==> config.mk <==
export PLATFORM = sky130hd
export DESIGN_NAME = sdf_r2_stage
export DESIGN_NICKNAME = d
export VERILOG_FILES = /design/src/rtl/sdf_r2_stage.sv
export SDC_FILE = /design/constraint.sdc
export NUM_CORES = 2
export LEC_CHECK = 0
export ABC_CLOCK_PERIOD_IN_PS = 22300
export BUFFER_PORTS_ARGS = -buffer_cell sky130_fd_sc_hd__buf_2
export CAP_MARGIN = 10
export CORE_UTILIZATION = 50
export DETAILED_ROUTE_END_ITERATION = 10
export PLACE_DENSITY = 0.67
export SLEW_MARGIN = 20
export SYNTH_ARGS = -nofsm -noshare
export SYNTH_HDL_FRONTEND = slang
export SYNTH_SLANG_ARGS = --single-unit
==> constraint.sdc <==
create_clock -name clk -period 22.3 [get_ports clk]
set_clock_uncertainty 0.1 [all_clocks]
set_input_delay 3.345 -clock clk [delete_from_list [all_inputs] [get_ports clk]]
set_output_delay 3.345 -clock clk [all_outputs]
set_load 0.1 [all_outputs]
==> src/rtl/sdf_r2_stage.sv <==
// sdf_r2_stage: radix-2 SDF DIF FFT stage with internal sequencing, twiddle multiply, round and saturate.
//   in_valid/in_sof/in_re/in_im : input samples, in_sof marks the first sample of a frame
//   tw_k/tw_re/tw_im            : twiddle ROM index out, twiddle value back in the same cycle
//   out_valid/out_re/out_im     : results, two clocks after the accepted input
module sdf_r2_stage #(
  parameter int WIDTH = 16,
  parameter int LOG2_D = 2,
  parameter int TW_W = 16,
  localparam int KW = (LOG2_D > 0) ? LOG2_D : 1
) (
  input  logic                  clk,
  input  logic                  rst_n,
  input  logic                  in_valid,
  input  logic                  in_sof,
  input  logic [WIDTH-1:0]      in_re,
  input  logic [WIDTH-1:0]      in_im,
  output logic [KW-1:0]         tw_k,
  input  logic [TW_W-1:0]       tw_re,
  input  logic [TW_W-1:0]       tw_im,
  output logic                  out_valid,
  output logic [WIDTH:0]        out_re,
  output logic [WIDTH:0]        out_im
);
  localparam int D = 1 << LOG2_D;
  localparam int AW = WIDTH + 1;
  localparam int PW = WIDTH + TW_W + 2;
  localparam logic [LOG2_D:0] KMASK = (LOG2_D + 1)'(D - 1);
  localparam logic [LOG2_D:0] DCNT = (LOG2_D + 1)'(D);
  localparam logic [LOG2_D:0] ONE = (LOG2_D + 1)'(1);
  localparam logic signed [PW-1:0] RND = PW'(1) << (TW_W - 3);
  logic [LOG2_D:0] cnt, c;
  logic primed, ph_b, byp;
  logic signed [AW-1:0] dl_re [D];
  logic signed [AW-1:0] dl_im [D];
  logic signed [AW-1:0] x_re, x_im, f_re, f_im, wr_re, wr_im, op_re, op_im;
  logic signed [AW-1:0] a_re, a_im;
  logic signed [TW_W-1:0] w_re, w_im;
  logic b1, v1;
  logic signed [PW-1:0] p_re, p_im;
  // an accepted start-of-frame sample is sequenced as count 0
  assign c = (in_valid & in_sof) ? '0 : cnt;
  assign ph_b = c[LOG2_D];
  assign tw_k = KW'(c & KMASK);
  assign byp = ph_b | (tw_k == '0);
  assign x_re = {in_re[WIDTH-1], in_re};
  assign x_im = {in_im[WIDTH-1], in_im};
  assign f_re = dl_re[D-1];
  assign f_im = dl_im[D-1];
  assign wr_re = ph_b ? f_re - x_re : x_re;
  assign wr_im = ph_b ? f_im - x_im : x_im;
  assign op_re = ph_b ? f_re + x_re : f_re;
  assign op_im = ph_b ? f_im + x_im : f_im;
  function automatic logic [AW-1:0] sat(input logic signed [PW-1:0] v);
    logic signed [PW-1:0] s;
    s = v >>> (TW_W - 2);
    return (&s[PW-1:WIDTH] | ~|s[PW-1:WIDTH]) ? s[AW-1:0] :
           (s[PW-1] ? {1'b1, {WIDTH{1'b0}}} : {1'b0, {WIDTH{1'b1}}});
  endfunction
  always_comb begin
    p_re = PW'(a_re) * PW'(w_re) - PW'(a_im) * PW'(w_im) + RND;
    p_im = PW'(a_re) * PW'(w_im) + PW'(a_im) * PW'(w_re) + RND;
  end
  always_ff @(posedge clk or negedge rst_n) begin
    if (!rst_n) begin
      cnt <= '0;
      primed <= 1'b0;
      for (int i = 0; i < D; i++) begin
        dl_re[i] <= '0;
        dl_im[i] <= '0;
      end
    end else if (in_valid) begin
      cnt <= c + ONE;
      primed <= primed | (c == DCNT);
      dl_re[0] <= wr_re;
      dl_im[0] <= wr_im;
      for (int i = 1; i < D; i++) begin
        dl_re[i] <= dl_re[i-1];
        dl_im[i] <= dl_im[i-1];
      end
    end
  end
  always_ff @(posedge clk or negedge rst_n) begin
    if (!rst_n) begin
      v1 <= 1'b0;
      b1 <= 1'b0;
      a_re <= '0;
      a_im <= '0;
      w_re <= '0;
      w_im <= '0;
      out_valid <= 1'b0;
      out_re <= '0;
      out_im <= '0;
    end else begin
      v1 <= in_valid & (primed | ph_b);
      b1 <= byp;
      a_re <= op_re;
      a_im <= op_im;
      w_re <= tw_re;
      w_im <= tw_im;
      out_valid <= v1;
      if (v1) begin
        out_re <= b1 ? a_re : sat(p_re);
        out_im <= b1 ? a_im : sat(p_im);
      end
    end
  end
endmodule

==> impl_metrics.tcl <==
set metrics [dict create \
    layout_common_cells "inv_1, fa_1, nand2_1" \
    final_hold_viol_count 0 \
    r2r_slack_ns 12.67 \
    synth_async_sr_flop_share 1.00 \
    synthFlopType "dfrtp_1" \
    cts.hold.buffers_added 0 \
    yosys.cell_types.count 72 \
    path_common_cell "fa_1" \
    nFillCells 9555 \
    cp_num_buf_inv 5 \
    dieArea_um2 109000 \
    firstDrtPassIters 5 \
    placed_area_um2 55400 \
    finalCriticalPeriod_ns 9.63 \
    worst_slew_pin_slew_ns 0.985 \
    setup_viol 0 \
    slew_headroom 0.343 \
    synth_cells 5564 \
    dr_total_vias 36100 \
    start_util 0.507 \
    cts_tree "done" \
    fin_area_um2 56500 \
    max_stage_delay_ns 1.00 \
    place_congestion 0.863 \
    hold_class "register to register" \
    cts_setup_buffers 0 \
    drc 0 \
    cts_resized 0 \
    post-route-util 0.533 \
    cap_violations 0 \
    syn-num-nets 7241 \
    synth_mux_area_frac 0.0227 \
    hold_ws_ns 0.333 \
    core_um2 106000 \
    antenna_found_initial 5 \
    critical_path_class "register to register" \
    nNetsFinal 7180 \
    rsz0062_at_grt "false" \
    hpwlAfterDp_um 97500 \
    root_buffer "clkbuf_16" \
    synth_xor_xnor_area_share 0.0219 \
    grt_max_degree 144 \
    synthAdderAreaFrac 0.549 \
    tns_ns 0 \
    clk_pin_slew_ns 0.08 \
    rows 119 \
    cts_num_sinks 243 \
    wirelength_um 128000 \
    grt_pass1_wl_um 214000 \
    crit_arrival_ns 10.11 \
    wl_per_cell_um 18.5 \
    cts_buffer_depth 3 \
    yosysWarnings 0 \
    finalMaxSlewViolations 0 \
    grt-ovfl-total 0 \
    die_height_um 330 \
    synth_area_um2 53600 \
    outcome "complete, no violations" \
    final_common_cell "inv_1" \
    first_global_vias 39900 \
    ys_seq_elements 243 \
    ios 105 \
    worst-path-max-fanout 21 \
    seq_area_frac_synth 0.113 \
    vias_per_cell 5.22 \
    synth-simple-area-share 0.133 \
    synth_top_family_by_area "adder cells" \
    numCtsBuffers 31 \
    drt_iter0_drc 1951 \
    syn_avg_cell_area_um2 9.64 \
    critPathCaptureType "register" \
    io_buffers 104 \
    synth_edf_count 0 \
    grtUsageTotal 0.253 \
    cp_data_required_time_ns 22.78 \
    crit_family "adder cells" \
    synth_compound_area_frac 0.0444 \
    clk_latency_ns 0.68 \
    fin_crit_sh 0.432 \
    start_kind "register" \
    h-tree-depth 1 \
    die_w_um 330 \
    slowest_stage "dfrtp_1" \
    syn_to_final_growth_pct 5.30 \
    drive_gt1_frac 0.0637 \
    postRouteAntennaNets 0 \
    clock.fmax_mhz 104 \
]
kinds of logic (layout without fill, tap and decap cells):
group | count (synthesis) | in the layout
compound gates | 375 | 375
xor+xnor | 133 | 133
fa+ha+maj | 1609 | 1609
buf+inv | 1656 | 1617
flops | 243 | 243
mux | 109 | 109
other cells | 0 | 1
simple gates | 1439 | 1439
synthesized netlist by cell type, types with 7 or more instances:
cell	n	area [um^2]
a211oi_1	7	52.6
a21o_1	27	203
a21oi_1	152	761
a31oi_1	10	62.6
and2_1	521	3260
and3_1	11	68.8
buf_1	9	33.8
clkbuf_1	257	965
dfrtp_1	243	6080
fa_1	1237	24800
ha_1	372	4650
inv_1	1386	5200
mux2_2	101	1140
mux2i_1	8	80.1
nand2_1	607	2280
nand2b_1	31	194
nand3_1	20	100
nand3b_1	33	248
nor2_1	146	548
nor2b_1	19	119
nor3_1	21	105
o211ai_1	9	67.6
o21a_1	8	60.1
o21ai_0	85	425
o21bai_1	15	113
o31ai_1	8	60.1
or3_1	11	68.8
xnor2_1	100	876
xor2_1	32	280
tightest hold or removal path, stage by stage, from the launching register on:
cell	delay, ns
dfrtp_1	0.34
nand2_1	0.05
o21ai_0	0.06
flip-flops by register name, indices dropped and copies added, names as in the netlist:
| name | count |
|---|---|
| a_im | 17 |
| a_re | 17 |
| b1 | 1 |
| cnt | 3 |
| dl_im | 51 |
| dl_re | 51 |
| f_im | 17 |
| f_re | 17 |
| out_im | 17 |
| out_re | 17 |
| out_valid | 1 |
| primed | 1 |
| v1 | 1 |
| w_im | 16 |
| w_re | 16 |
per-stage QoR:
step,std cells,worst slack [ns]
6_report,6917,12.67
5_1_grt,6916,12.19
4_1_cts,6916,12.81
3_5_place_dp,6861,12.83
3_3_place_gp,6861,13.20
2_1_floorplan,5564,13.85
layer usage:
layer / vias to the layer above / wire length, um / global-route usage / part of all wire
met5: - / 8 / 0 / 0.000062
met4: 2 / 4830 / 0.0787 / 0.038
met3: 219 / 7340 / 0.0350 / 0.057
met2: 954 / 65100 / 0.440 / 0.51
met1: 18800 / 50900 / 0.326 / 0.40
li1: 16100 / - / - / -
area by class of cell:
| cell class | instances | area (um^2) | share of cell area |
|---|---|---|---|
| antenna | 1 | 2.50 | 0.0000443 |
| inverter | 1386 | 5200 | 0.0921 |
| sequential | 243 | 6080 | 0.108 |
| multi-input combinational | 3665 | 41300 | 0.732 |
| clock buffer | 40 | 860 | 0.0152 |
| timing repair buffer | 176 | 1090 | 0.0193 |
| clock inverter | 15 | 165 | 0.00292 |
| tap | 1391 | 1740 | 0.0308 |
worst paths after layout:
path	start	endpoint	cells past startpoint
worst max register to register	w_re[15]$_DFF_PN0_	out_re[2]$_DFFE_PN0P_	26
max in group asynchronous	rst_n	dl_re[44]$_DFFE_PN0P_	2
min in group asynchronous	rst_n	out_re[14]$_DFFE_PN0P_	1
worst min register to register	dl_im[18]$_DFFE_PN0P_	f_im[1]$_DFFE_PN0P_	2
worst min-delay path	dl_im[18]$_DFFE_PN0P_	f_im[1]$_DFFE_PN0P_	2
worst max-delay path	w_re[15]$_DFF_PN0_	out_re[2]$_DFFE_PN0P_	26
Power is left out: the tool's default activity adds up to more than one toggle a clock period on the data nets, which glitch-free logic cannot reach.
